**config.mk**
```make
export PLATFORM = sky130hd
export DESIGN_NAME = fsb_master_flat
export DESIGN_NICKNAME = d
export VERILOG_FILES = /design/src/rtl/fsb_pkg.sv /design/src/rtl/fsb_master_if.sv /design/src/rtl/sync2.sv /design/src/rtl/fsb_master.sv /design/src/flat_wrapper.sv
export SDC_FILE = /design/constraint.sdc
export NUM_CORES = 1
export LEC_CHECK = 0
export BUFFER_PORTS_ARGS = -buffer_cell sky130_fd_sc_hd__buf_2
export CORE_MARGIN = 2
export CORE_UTILIZATION = 38
export DETAILED_ROUTE_END_ITERATION = 12
export PLACE_DENSITY = 0.71
export SETUP_SLACK_MARGIN = 0.3
export SLEW_MARGIN = 30
export SYNTH_ARGS = -nofsm -noshare
export SYNTH_HDL_FRONTEND = slang
export SYNTH_SLANG_ARGS = --single-unit
```
**constraint.sdc**
```tcl
create_clock -name CLK_FSB -period 1.85 [get_ports CLK_FSB]
set_input_delay 0 -clock CLK_FSB [delete_from_list [all_inputs] [get_ports CLK_FSB]]
set_output_delay 0 -clock CLK_FSB [all_outputs]
set_load 0.1 [all_outputs]
```
**src/rtl/fsb_pkg.sv**
```systemverilog
// rtl/fsb_pkg.sv - shared state encoding and constants for the FSB master
package fsb_pkg;

  typedef enum logic [3:0] {
    IDLE, S0, S2, S3, WT, VE, VS, S6, S7, WTR
  } state_t;

  localparam logic [7:0] TIMEOUT_MAX = 8'd255;

  // An all-zero byte-enable request is treated as a full word access.
  function automatic logic [1:0] fix_be(input logic [1:0] be);
    return (be == 2'b00) ? 2'b11 : be;
  endfunction

endpackage

```
**src/rtl/fsb_master_if.sv**
```systemverilog
// rtl/fsb_master_if.sv - 68000-style front-side bus signals with master/slave views
interface fsb_master_if;

  logic [23:1] A_FSB;
  logic        nAS_FSB;
  logic        nUDS_FSB;
  logic        nLDS_FSB;
  logic        nWE_FSB;
  logic        nVMA_FSB;
  logic [15:0] D_out;
  logic        D_oe;
  logic [15:0] D_in;
  logic        nDTACK_FSB;
  logic        nVPA_FSB;
  logic        nBERR_FSB;
  logic        E_FSB;

  modport master (
    output A_FSB, nAS_FSB, nUDS_FSB, nLDS_FSB, nWE_FSB, nVMA_FSB, D_out, D_oe,
    input  D_in, nDTACK_FSB, nVPA_FSB, nBERR_FSB, E_FSB
  );

  modport slave (
    input  A_FSB, nAS_FSB, nUDS_FSB, nLDS_FSB, nWE_FSB, nVMA_FSB, D_out, D_oe,
    output D_in, nDTACK_FSB, nVPA_FSB, nBERR_FSB, E_FSB
  );

endinterface

```
**src/rtl/sync2.sv**
```systemverilog
// rtl/sync2.sv - two-flop synchronizer with selectable reset value
module sync2 #(
  parameter logic RESET_VAL = 1'b0
) (
  input  logic clk,
  input  logic rst_n,
  input  logic d,
  output logic q
);

  logic meta;

  always_ff @(posedge clk or negedge rst_n) begin
    if (!rst_n) begin
      meta <= RESET_VAL;
      q    <= RESET_VAL;
    end else begin
      meta <= d;
      q    <= meta;
    end
  end

endmodule

```
**src/rtl/fsb_master.sv**
```systemverilog
// rtl/fsb_master.sv - 68000-style bus master: one local request becomes one bus cycle
// Bus outputs are registered from the next state so each reflects the state it belongs to.
module fsb_master
  import fsb_pkg::*;
(
  input  logic        CLK_FSB,
  input  logic        nRES,
  input  logic        Req,
  input  logic        RnW,
  input  logic [23:1] Addr,
  input  logic [1:0]  BE,
  input  logic [15:0] WData,
  output logic        Done,
  output logic        Err,
  output logic [15:0] RData,
  fsb_master_if.master bus
);

  state_t      state, state_n;
  logic        err_n;
  logic        rnw_q;
  logic [1:0]  be_q;
  logic [7:0]  tmo_cnt;
  logic        dtack_n_s, vpa_n_s, berr_n_s, e_s, e_prev;
  logic        bus_err, dtack, vpa, tmo, e_fall, strobe_n;

  sync2 #(.RESET_VAL(1'b1)) u_sync_dtack (.clk(CLK_FSB), .rst_n(nRES), .d(bus.nDTACK_FSB), .q(dtack_n_s));
  sync2 #(.RESET_VAL(1'b1)) u_sync_vpa   (.clk(CLK_FSB), .rst_n(nRES), .d(bus.nVPA_FSB),   .q(vpa_n_s));
  sync2 #(.RESET_VAL(1'b1)) u_sync_berr  (.clk(CLK_FSB), .rst_n(nRES), .d(bus.nBERR_FSB),  .q(berr_n_s));
  sync2 #(.RESET_VAL(1'b0)) u_sync_e     (.clk(CLK_FSB), .rst_n(nRES), .d(bus.E_FSB),      .q(e_s));

  assign bus_err = ~berr_n_s;
  assign dtack   = ~dtack_n_s;
  assign vpa     = ~vpa_n_s;
  assign e_fall  = e_prev & ~e_s;
  // Counter reaches TIMEOUT_MAX on the edge that takes this decision.
  assign tmo     = (tmo_cnt == TIMEOUT_MAX - 8'd1);

  always_ff @(posedge CLK_FSB or negedge nRES) begin
    if (!nRES) state <= IDLE;
    else       state <= state_n;
  end

  always_comb begin
    state_n = state;
    err_n   = 1'b0;
    case (state)
      IDLE: if (Req) state_n = S0;
      S0:   state_n = S2;
      S2:   state_n = S3;
      S3:   state_n = WT;
      WT: begin
        if (bus_err)    begin state_n = S7; err_n = 1'b1; end
        else if (dtack) state_n = S6;
        else if (vpa)   state_n = VE;
        else if (tmo)   begin state_n = S7; err_n = 1'b1; end
      end
      VE: begin
        if (bus_err)    begin state_n = S7; err_n = 1'b1; end
        else if (!e_s)  state_n = VS;
        else if (tmo)   begin state_n = S7; err_n = 1'b1; end
      end
      VS: begin
        if (bus_err)     begin state_n = S7; err_n = 1'b1; end
        else if (e_fall) state_n = S6;
        else if (tmo)    begin state_n = S7; err_n = 1'b1; end
      end
      S6:   state_n = S7;
      S7:   state_n = WTR;
      WTR:  if (dtack_n_s && vpa_n_s && berr_n_s) state_n = IDLE;
      default: state_n = IDLE;
    endcase
  end

  // Reads strobe from S2, writes from S3 so data is on the bus first.
  assign strobe_n = (state_n inside {S3, WT, VE, VS, S6}) || (state_n == S2 && rnw_q);

  always_ff @(posedge CLK_FSB or negedge nRES) begin
    if (!nRES) begin
      rnw_q        <= 1'b1;
      be_q         <= 2'b11;
      tmo_cnt      <= 8'd0;
      e_prev       <= 1'b0;
      RData        <= 16'd0;
      Done         <= 1'b0;
      Err          <= 1'b0;
      bus.A_FSB    <= '0;
      bus.D_out    <= 16'd0;
      bus.D_oe     <= 1'b0;
      bus.nAS_FSB  <= 1'b1;
      bus.nUDS_FSB <= 1'b1;
      bus.nLDS_FSB <= 1'b1;
      bus.nWE_FSB  <= 1'b1;
      bus.nVMA_FSB <= 1'b1;
    end else begin
      e_prev <= e_s;
      if (state == IDLE && Req) begin
        rnw_q       <= RnW;
        be_q        <= fix_be(BE);
        bus.A_FSB   <= Addr;
        bus.nWE_FSB <= RnW;
        bus.D_out   <= WData;
      end
      if (state == S7) bus.nWE_FSB <= 1'b1;
      if (state == S0) tmo_cnt <= 8'd0;
      else if (state inside {WT, VE, VS}) tmo_cnt <= tmo_cnt + 8'd1;
      if (state == S6 && rnw_q) RData <= bus.D_in;
      bus.nAS_FSB  <= !(state_n inside {S2, S3, WT, VE, VS, S6});
      bus.nUDS_FSB <= !(strobe_n && be_q[1]);
      bus.nLDS_FSB <= !(strobe_n && be_q[0]);
      bus.D_oe     <= !rnw_q && (state_n inside {S2, S3, WT, VE, VS, S6});
      bus.nVMA_FSB <= !((state_n == VS) || (state_n == S6 && state == VS));
      Done         <= (state_n == S7);
      Err          <= err_n;
    end
  end

endmodule

```
**src/flat_wrapper.sv**
```systemverilog
// flat-port wrapper written by rule: the top's interface ports become plain ports
module fsb_master_flat import fsb_pkg::*;
  (CLK_FSB, nRES, Req, RnW, Addr, BE, WData, Done, Err, RData, bus_A_FSB, bus_nAS_FSB, bus_nUDS_FSB, bus_nLDS_FSB, bus_nWE_FSB, bus_nVMA_FSB, bus_D_out, bus_D_oe, bus_D_in, bus_nDTACK_FSB, bus_nVPA_FSB, bus_nBERR_FSB, bus_E_FSB);
  fsb_master_if bus_i ();
  input  logic CLK_FSB;
  input  logic nRES;
  input  logic Req;
  input  logic RnW;
  input  logic [23:1] Addr;
  input  logic [1:0] BE;
  input  logic [15:0] WData;
  output logic Done;
  output logic Err;
  output logic [15:0] RData;
  output wire logic [$bits(bus_i.A_FSB)-1:0] bus_A_FSB;
  output wire logic [$bits(bus_i.nAS_FSB)-1:0] bus_nAS_FSB;
  output wire logic [$bits(bus_i.nUDS_FSB)-1:0] bus_nUDS_FSB;
  output wire logic [$bits(bus_i.nLDS_FSB)-1:0] bus_nLDS_FSB;
  output wire logic [$bits(bus_i.nWE_FSB)-1:0] bus_nWE_FSB;
  output wire logic [$bits(bus_i.nVMA_FSB)-1:0] bus_nVMA_FSB;
  output wire logic [$bits(bus_i.D_out)-1:0] bus_D_out;
  output wire logic [$bits(bus_i.D_oe)-1:0] bus_D_oe;
  input wire logic [$bits(bus_i.D_in)-1:0] bus_D_in;
  input wire logic [$bits(bus_i.nDTACK_FSB)-1:0] bus_nDTACK_FSB;
  input wire logic [$bits(bus_i.nVPA_FSB)-1:0] bus_nVPA_FSB;
  input wire logic [$bits(bus_i.nBERR_FSB)-1:0] bus_nBERR_FSB;
  input wire logic [$bits(bus_i.E_FSB)-1:0] bus_E_FSB;
  assign bus_A_FSB = bus_i.A_FSB;
  assign bus_nAS_FSB = bus_i.nAS_FSB;
  assign bus_nUDS_FSB = bus_i.nUDS_FSB;
  assign bus_nLDS_FSB = bus_i.nLDS_FSB;
  assign bus_nWE_FSB = bus_i.nWE_FSB;
  assign bus_nVMA_FSB = bus_i.nVMA_FSB;
  assign bus_D_out = bus_i.D_out;
  assign bus_D_oe = bus_i.D_oe;
  assign bus_i.D_in = bus_D_in;
  assign bus_i.nDTACK_FSB = bus_nDTACK_FSB;
  assign bus_i.nVPA_FSB = bus_nVPA_FSB;
  assign bus_i.nBERR_FSB = bus_nBERR_FSB;
  assign bus_i.E_FSB = bus_E_FSB;
  fsb_master u_core (.CLK_FSB(CLK_FSB), .nRES(nRES), .Req(Req), .RnW(RnW), .Addr(Addr), .BE(BE), .WData(WData), .Done(Done), .Err(Err), .RData(RData), .bus(bus_i));
endmodule
```
# --- After elaboration in Yosys (flattened, before gate mapping) ---
# Index checks and enable logic that the tools add are counted.
word_totals:
  register_bits: 87
  input_bits: 65
  word_cells: 92
  output_inout_bits: 63
classes:
  addsub: 1
  bitwise_logic: 2
  reduce_logical: 23
  mux: 25
  n_eq_ne: 17
ops:
  columns: ["cell", "n"]
  rows:
  - ["$mux 4", 10]
  - ["$pmux 4 s10", 1]
  - ["$eq 4x3->1 const B", 8]
  - ["$eq 4x2->1 const B", 4]
  - ["$mux 8", 2]
  - ["$eq 4x4->1 const B", 3]
  - ["$mux 1", 10]
  - ["$logic_and 1x1->1", 9]
  - ["$add 8x1->8 const B", 1]
  - ["$eq 8x8->1 const B", 1]
  - ["$reduce_bool 6->1", 1]
  - ["$logic_not 1->1", 5]
  - ["$reduce_bool 5->1", 1]
  - ["$eq 4x1->1 const B", 1]
  - ["$logic_not 4->1", 1]
  - ["$reduce_bool 2->1", 2]
  - ["$pmux 1 s3", 1]
  - ["$reduce_bool 3->1", 1]
  - ["$logic_not 2->1", 1]
  - ["$logic_or 1x1->1", 2]
  - ["$mux 2", 1]
  - ["$and 1x1->1", 1]
  - ["$not 1->1", 1]

# --- Logic depth before layout (Yosys ltp) ---
depth:
  word_depth: 11
  ltp_mapped: 7
  ltp_nobuf: 7

# --- Hierarchy ---
# Synthesis repeated with hierarchy kept, for this count alone.
hier_totals:
  cells_unflattened: 252
  area_unflattened_um2: 3555.9
modules_own_cells:
  columns: ["module", "seq_area_each_um2", "cells_each", "area_each_um2", "n_inst"]
  rows:
  - ["fsb_master", 1986.9, 244, 3348.2, 1]
  - ["sync2 (u_core.u_sync_berr ...)", 52.6, 2, 52.6, 3]
  - ["sync2 (u_core.u_sync_e)", 50.0, 2, 50.0, 1]

# --- Least setup slack after synthesis ---
# Ideal clock, no wire load.
synth_timing:
  kind: "register to register"
  startpoint: "register u_core.tmo_cnt[0]"
  endpoint: "register u_core.bus.nLDS_FSB"
  required_ns: 1.768
  setup_ns: 0.082
  path_slack_ns: 0.295
  stages_incl_launch_ff: 8
  arrival_time_ns: 1.473
  n_path_buf: 0
  period_less_slack_ns: 1.555
  cell_sequence: "dfrtp_1 > inv_1 > ha_1 > nand3_1 > and4bb_1 > o32ai_1 > a21boi_1 > o21ai_1"
synth_via:
  elab_chain_len: 11
  word_cells_on_any_way: 21
  cone_classes: "eq/ne (7); mux (9); reduce/logical (5)"
synth_rtl:
  columns: ["item", "line", "source"]
  rows:
  - ["start: declaration", "fsb_master.sv:23", "logic [7:0] tmo_cnt;"]
  - ["start signal: assignment", "fsb_master.sv:106", "else if (state inside {WT, VE, VS}) tmo_cnt <= tmo_cnt + 8'd1;"]
  - ["$eq 8x8->1 (*)", "fsb_master.sv:37", "assign tmo = (tmo_cnt == TIMEOUT_MAX - 8'd1);"]
  - ["$mux 4 (*)", "fsb_master.sv:56, fsb_master.sv:61, fsb_master.sv:66", null]
  - ["$mux 4", "fsb_master.sv:55", "else if (vpa) state_n = VE;"]
  - ["$mux 4", "fsb_master.sv:54", "else if (dtack) state_n = S6;"]
  - ["$mux 4", "fsb_master.sv:53", "if (bus_err) begin state_n = S7; err_n = 1'b1; end"]
  - ["$pmux 4 s10 (*)", "fsb_master.sv:47", "case (state)"]
  - ["via u_core.state_n[1]", "fsb_master.sv:19", "state_t state, state_n;"]
  - ["$eq 4x2->1 / $eq 4x3->1 (equally long branches)", "fsb_master.sv:76", "assign strobe_n = (state_n inside {S3, WT, VE, VS, S6}) || (state_n == S2 && rnw_q);"]
  - ["$reduce_bool 5->1 / $logic_and 1x1->1 (equally long branches)", "fsb_master.sv:76", null]
  - ["$logic_or 1x1->1 (*)", "fsb_master.sv:76", null]
  - ["$logic_and 1x1->1 (*)", "fsb_master.sv:110", "bus.nLDS_FSB <= !(strobe_n && be_q[0]);"]
  - ["$logic_not 1->1 (*)", "fsb_master.sv:110", null]
  - ["end signal: assignment", "fsb_master.sv:110", null]
  - ["end: declaration", "fsb_master_if.sv:19", "output A_FSB, nAS_FSB, nUDS_FSB, nLDS_FSB, nWE_FSB, nVMA_FSB, D_out, D_oe,"]
# Mark *: on every way through the listed nets, which the timed path passes. The rest lies on a longest branch.
# A chain may end at the register's enable or synchronous reset.

# --- Final worst setup path ---
layout_timing:
  startpoint: "register u_core.state[3]"
  endpoint: "register u_core.bus.D_oe"
layout_via:
  elab_chain_len: 8
  word_cells_on_any_way: 29
  cone_classes: "eq/ne (15); mux (11); reduce/logical (3)"
layout_rtl:
  columns: ["item", "line", "source"]
  rows:
  - ["start: declaration", "fsb_master.sv:19", null]
  - ["start signal: assignment", "fsb_master.sv:41", "else state <= state_n;"]
  - ["$mux 4", "fsb_master.sv:56, fsb_master.sv:61, fsb_master.sv:66", null]
  - ["$mux 4", "fsb_master.sv:55", null]
  - ["$mux 4", "fsb_master.sv:54", null]
  - ["$mux 4", "fsb_master.sv:53", null]
  - ["$pmux 4 s10 (*)", "fsb_master.sv:47", null]
  - ["$eq 4x2->1 / $eq 4x3->1 (equally long branches)", "fsb_master.sv:111", "bus.D_oe <= !rnw_q && (state_n inside {S2, S3, WT, VE, VS, S6});"]
  - ["$reduce_bool 6->1 (*)", "fsb_master.sv:111", null]
  - ["$logic_and 1x1->1 (*)", "fsb_master.sv:111", null]
  - ["end signal: assignment", "fsb_master.sv:111", null]
  - ["end: declaration", "fsb_master_if.sv:19", null]
# Mark *: on every way between the ends. The rest lies on a longest branch, timed or not.

==> results_dict.tcl <==
set metrics [dict create \
    synth-async-reset-ratio_pct 100 \
    crit_path_top_delay_cell "dfrtp_2" \
    core_um2 9150 \
    synth_top_family_by_area "multiplexers" \
    ioPinCount 128 \
    synth.mux.area_fraction_pct 18.4 \
    startpoint "u_core.state[3]" \
    drive_above_1_share_pct 44.4 \
    r2r_start "u_core.state[3]" \
    crit_required_ns 2.09 \
    cp_max_fo 7 \
    worst_pin_slew_ns 0.514 \
    relSlewSlack_pct 65.8 \
    portBuffers 127 \
    drv_cap 0 \
    min_from "Req" \
    wirelength_um 8720 \
    crit_end "u_core.bus.D_oe" \
    cts_tree "built" \
    finalHoldViolCount 0 \
    final_area_um2 5380 \
    clk_path_buf_depth 2 \
    postRouteAntennaNets 0 \
    seq_area_um2 2200 \
    cts_made_buffers 9 \
    clk_pin_slew_worst_paths_ns 0.08 \
    ff2ff_path_depth 6 \
    cp_cell_sequence "buf_2 > nand4bb_1 > o41ai_1 > a311oi_2 > o31a_1 > nor2_1" \
    max_freq_mhz 626 \
    vias_per_cell 4.79 \
    crit_path_start_kind "flop" \
    crit_buf_inv 1 \
    cp-end-kind "flop" \
    r2r_end "u_core.bus.D_oe" \
    path_class "flop to flop" \
    synthAdderAreaFrac_pct 0.708 \
    ys_seq_area_share_pct 62.1 \
    rows 35 \
    cp.arrival_ns 1.84 \
    cts.sinks 87 \
    synthDistinctLibCells 48 \
    grt_pass1_vias 2937 \
    globalRoute.totalOverflow 0 \
    layout.nets 539 \
    diodes 0 \
    synthXorXnorAreaFrac_pct 1.98 \
    grt_pass1_wl_um 14000 \
    postSynthAreaPerCell_um2 14.0 \
    synthFlopType "dfrtp_1" \
    holdCritPathClass "input pin to flop" \
    yosysWarnings 0 \
    synth_edf_count 0 \
    synth_compound_gate_area_share_pct 5.06 \
    multi_input_area_um2 1330 \
    syn_nets 319 \
    rsz0062_at_grt "true" \
    grt_max_degree 43 \
    fillers 696 \
    netlist_instances 252 \
    track_usage_pct 17.7 \
    post_drt_wl_per_cell_um 14.8 \
    clock_latency_ns 0.35 \
    status "completed" \
    dieArea_um2 10100 \
    syn_area_um2 3540 \
    post-route-period-util_pct 86.4 \
    hold_depth 3 \
    slew_viol_final 0 \
    cp_top_family "compound AO/OA/AOI/OAI gates" \
    htree_levels 3 \
    drt-initial-drc-count 134 \
    skew_ns 0.00903 \
    route.detailed.drc 0 \
    gp_congestion 0.847 \
    tns_ns 0 \
    path_depth 6 \
    place_area_um2 4330 \
    start_util_pct 38.6 \
    synth_seq_cells 87 \
    most-common-layout-cells "buf_2, dfrtp_1, dlygate4sd3_1" \
    drt_pass1_iterations 4 \
    dp_hpwl_um 5260 \
    synthSimpleGateAreaFrac_pct 9.52 \
    finalSetupViolCount 0 \
    die_w_um 100 \
    dieHeight_um 100 \
    area_growth_pct 52.2 \
    clockRootBuffer "clkbuf_8" \
    period_minus_slack_ns 1.60 \
    ff2ff_setup_slack_ns 0.25 \
    antenna_found_initial 0 \
    num_vias 2814 \
    cpPeakStageDelay_ns 0.47 \
    final_common_cell "buf_2" \
]
-- worst register-to-register path: cells and delay by family (launching register included) --
kind                   cells  cell delay, ns
buffers and inverters      1            0.21
and+or+nand+nor            2            0.20
AOI/OAI and AO/OA          3            0.60
DFF                        1            0.47
-- worst min path at each step --
stage | endpoint | slack, ns
4_1_cts | u_core.bus.nWE_FSB | 0.03
6_report | u_core.bus.nWE_FSB | 0.03
2_1_floorplan | u_core.Done | -0.30
3_3_place_gp | u_core.bus.A_FSB[11] | 0.002
5_1_grt | u_core.bus.nWE_FSB | 0.04
3_5_place_dp | u_core.bus.A_FSB[11] | 0.005
-- layout make-up --
type | instances | area share [%]
clock buffer | 10 | 2.37
clock inverter | 6 | 1.00
inverter | 8 | 0.558
multi-input combinational | 148 | 24.7
sequential | 87 | 40.9
tap | 111 | 2.58
timing repair buffer | 218 | 27.9
-- sequential cells by signal, indices dropped and copies added, names as in the netlist, 2 cells and up --
name / count
u_core.be_q: 2
u_core.RData: 16
u_core.bus.A_FSB: 23
u_core.bus.D_out: 16
u_core.tmo_cnt: 8
u_core.state: 4
-- cells by family (layout without fill, tap and decap cells) --
logic type,count (synthesis),after routing
compound gates,23,23
xor+xnor,8,8
fa+ha+maj,2,2
buf+inv,17,242
flops,87,87
mux,58,58
simple gates,57,57
-- cells in the mapped netlist, types with 3 or more instances --
cell type / instances / area, µm²
dfrtp_1: 73 / 1830
mux2_1: 54 / 608
dfstp_2: 14 / 368
nor2_1: 14 / 52.6
nand2_1: 9 / 33.8
buf_2: 7 / 35.0
inv_1: 6 / 22.5
nand3_1: 6 / 30.0
nand4_1: 5 / 31.3
o21ai_1: 5 / 25.0
xor2_1: 5 / 43.8
nand2b_1: 4 / 25.0
nor2b_1: 4 / 25.0
xnor2_1: 3 / 26.3
-- through the flow --
step / std cells / utilization [%] / worst slack [ns] / hold slack, ns
after global routing: 588 / 58.8 / 0.146 / 0.0352
after global placement: 490 / 47.4 / 0.114 / 0.00150
after floorplan: 252 / - / 0.317 / -0.296
final: 588 / 58.8 / 0.252 / 0.0349
after detailed placement: 490 / 47.4 / 0.104 / 0.00508
after CTS: 577 / 57.2 / 0.277 / 0.0263
-- routing by layer --
layer | track usage [%] | routed length (µm) | vias up
met4 | 5.69 | 104 | 0
met5 | 0 | 0 | -
met1 | 21.6 | 3650 | 1368
met3 | 6.03 | 517 | 10
met2 | 29.7 | 4450 | 102
li1 | - | - | 1334
-- what timing repair did --
item,CTS,global route
endpoints found under the setup margin,59,42
pin swaps,4,9
endpoints found under the hold margin,102,0
hold buffers,64,0
buffers inserted,7,11
resized for setup,7,11
Power is not shown: default switching activity piles up to over one toggle a cycle in this logic, so the estimate is an artifact.
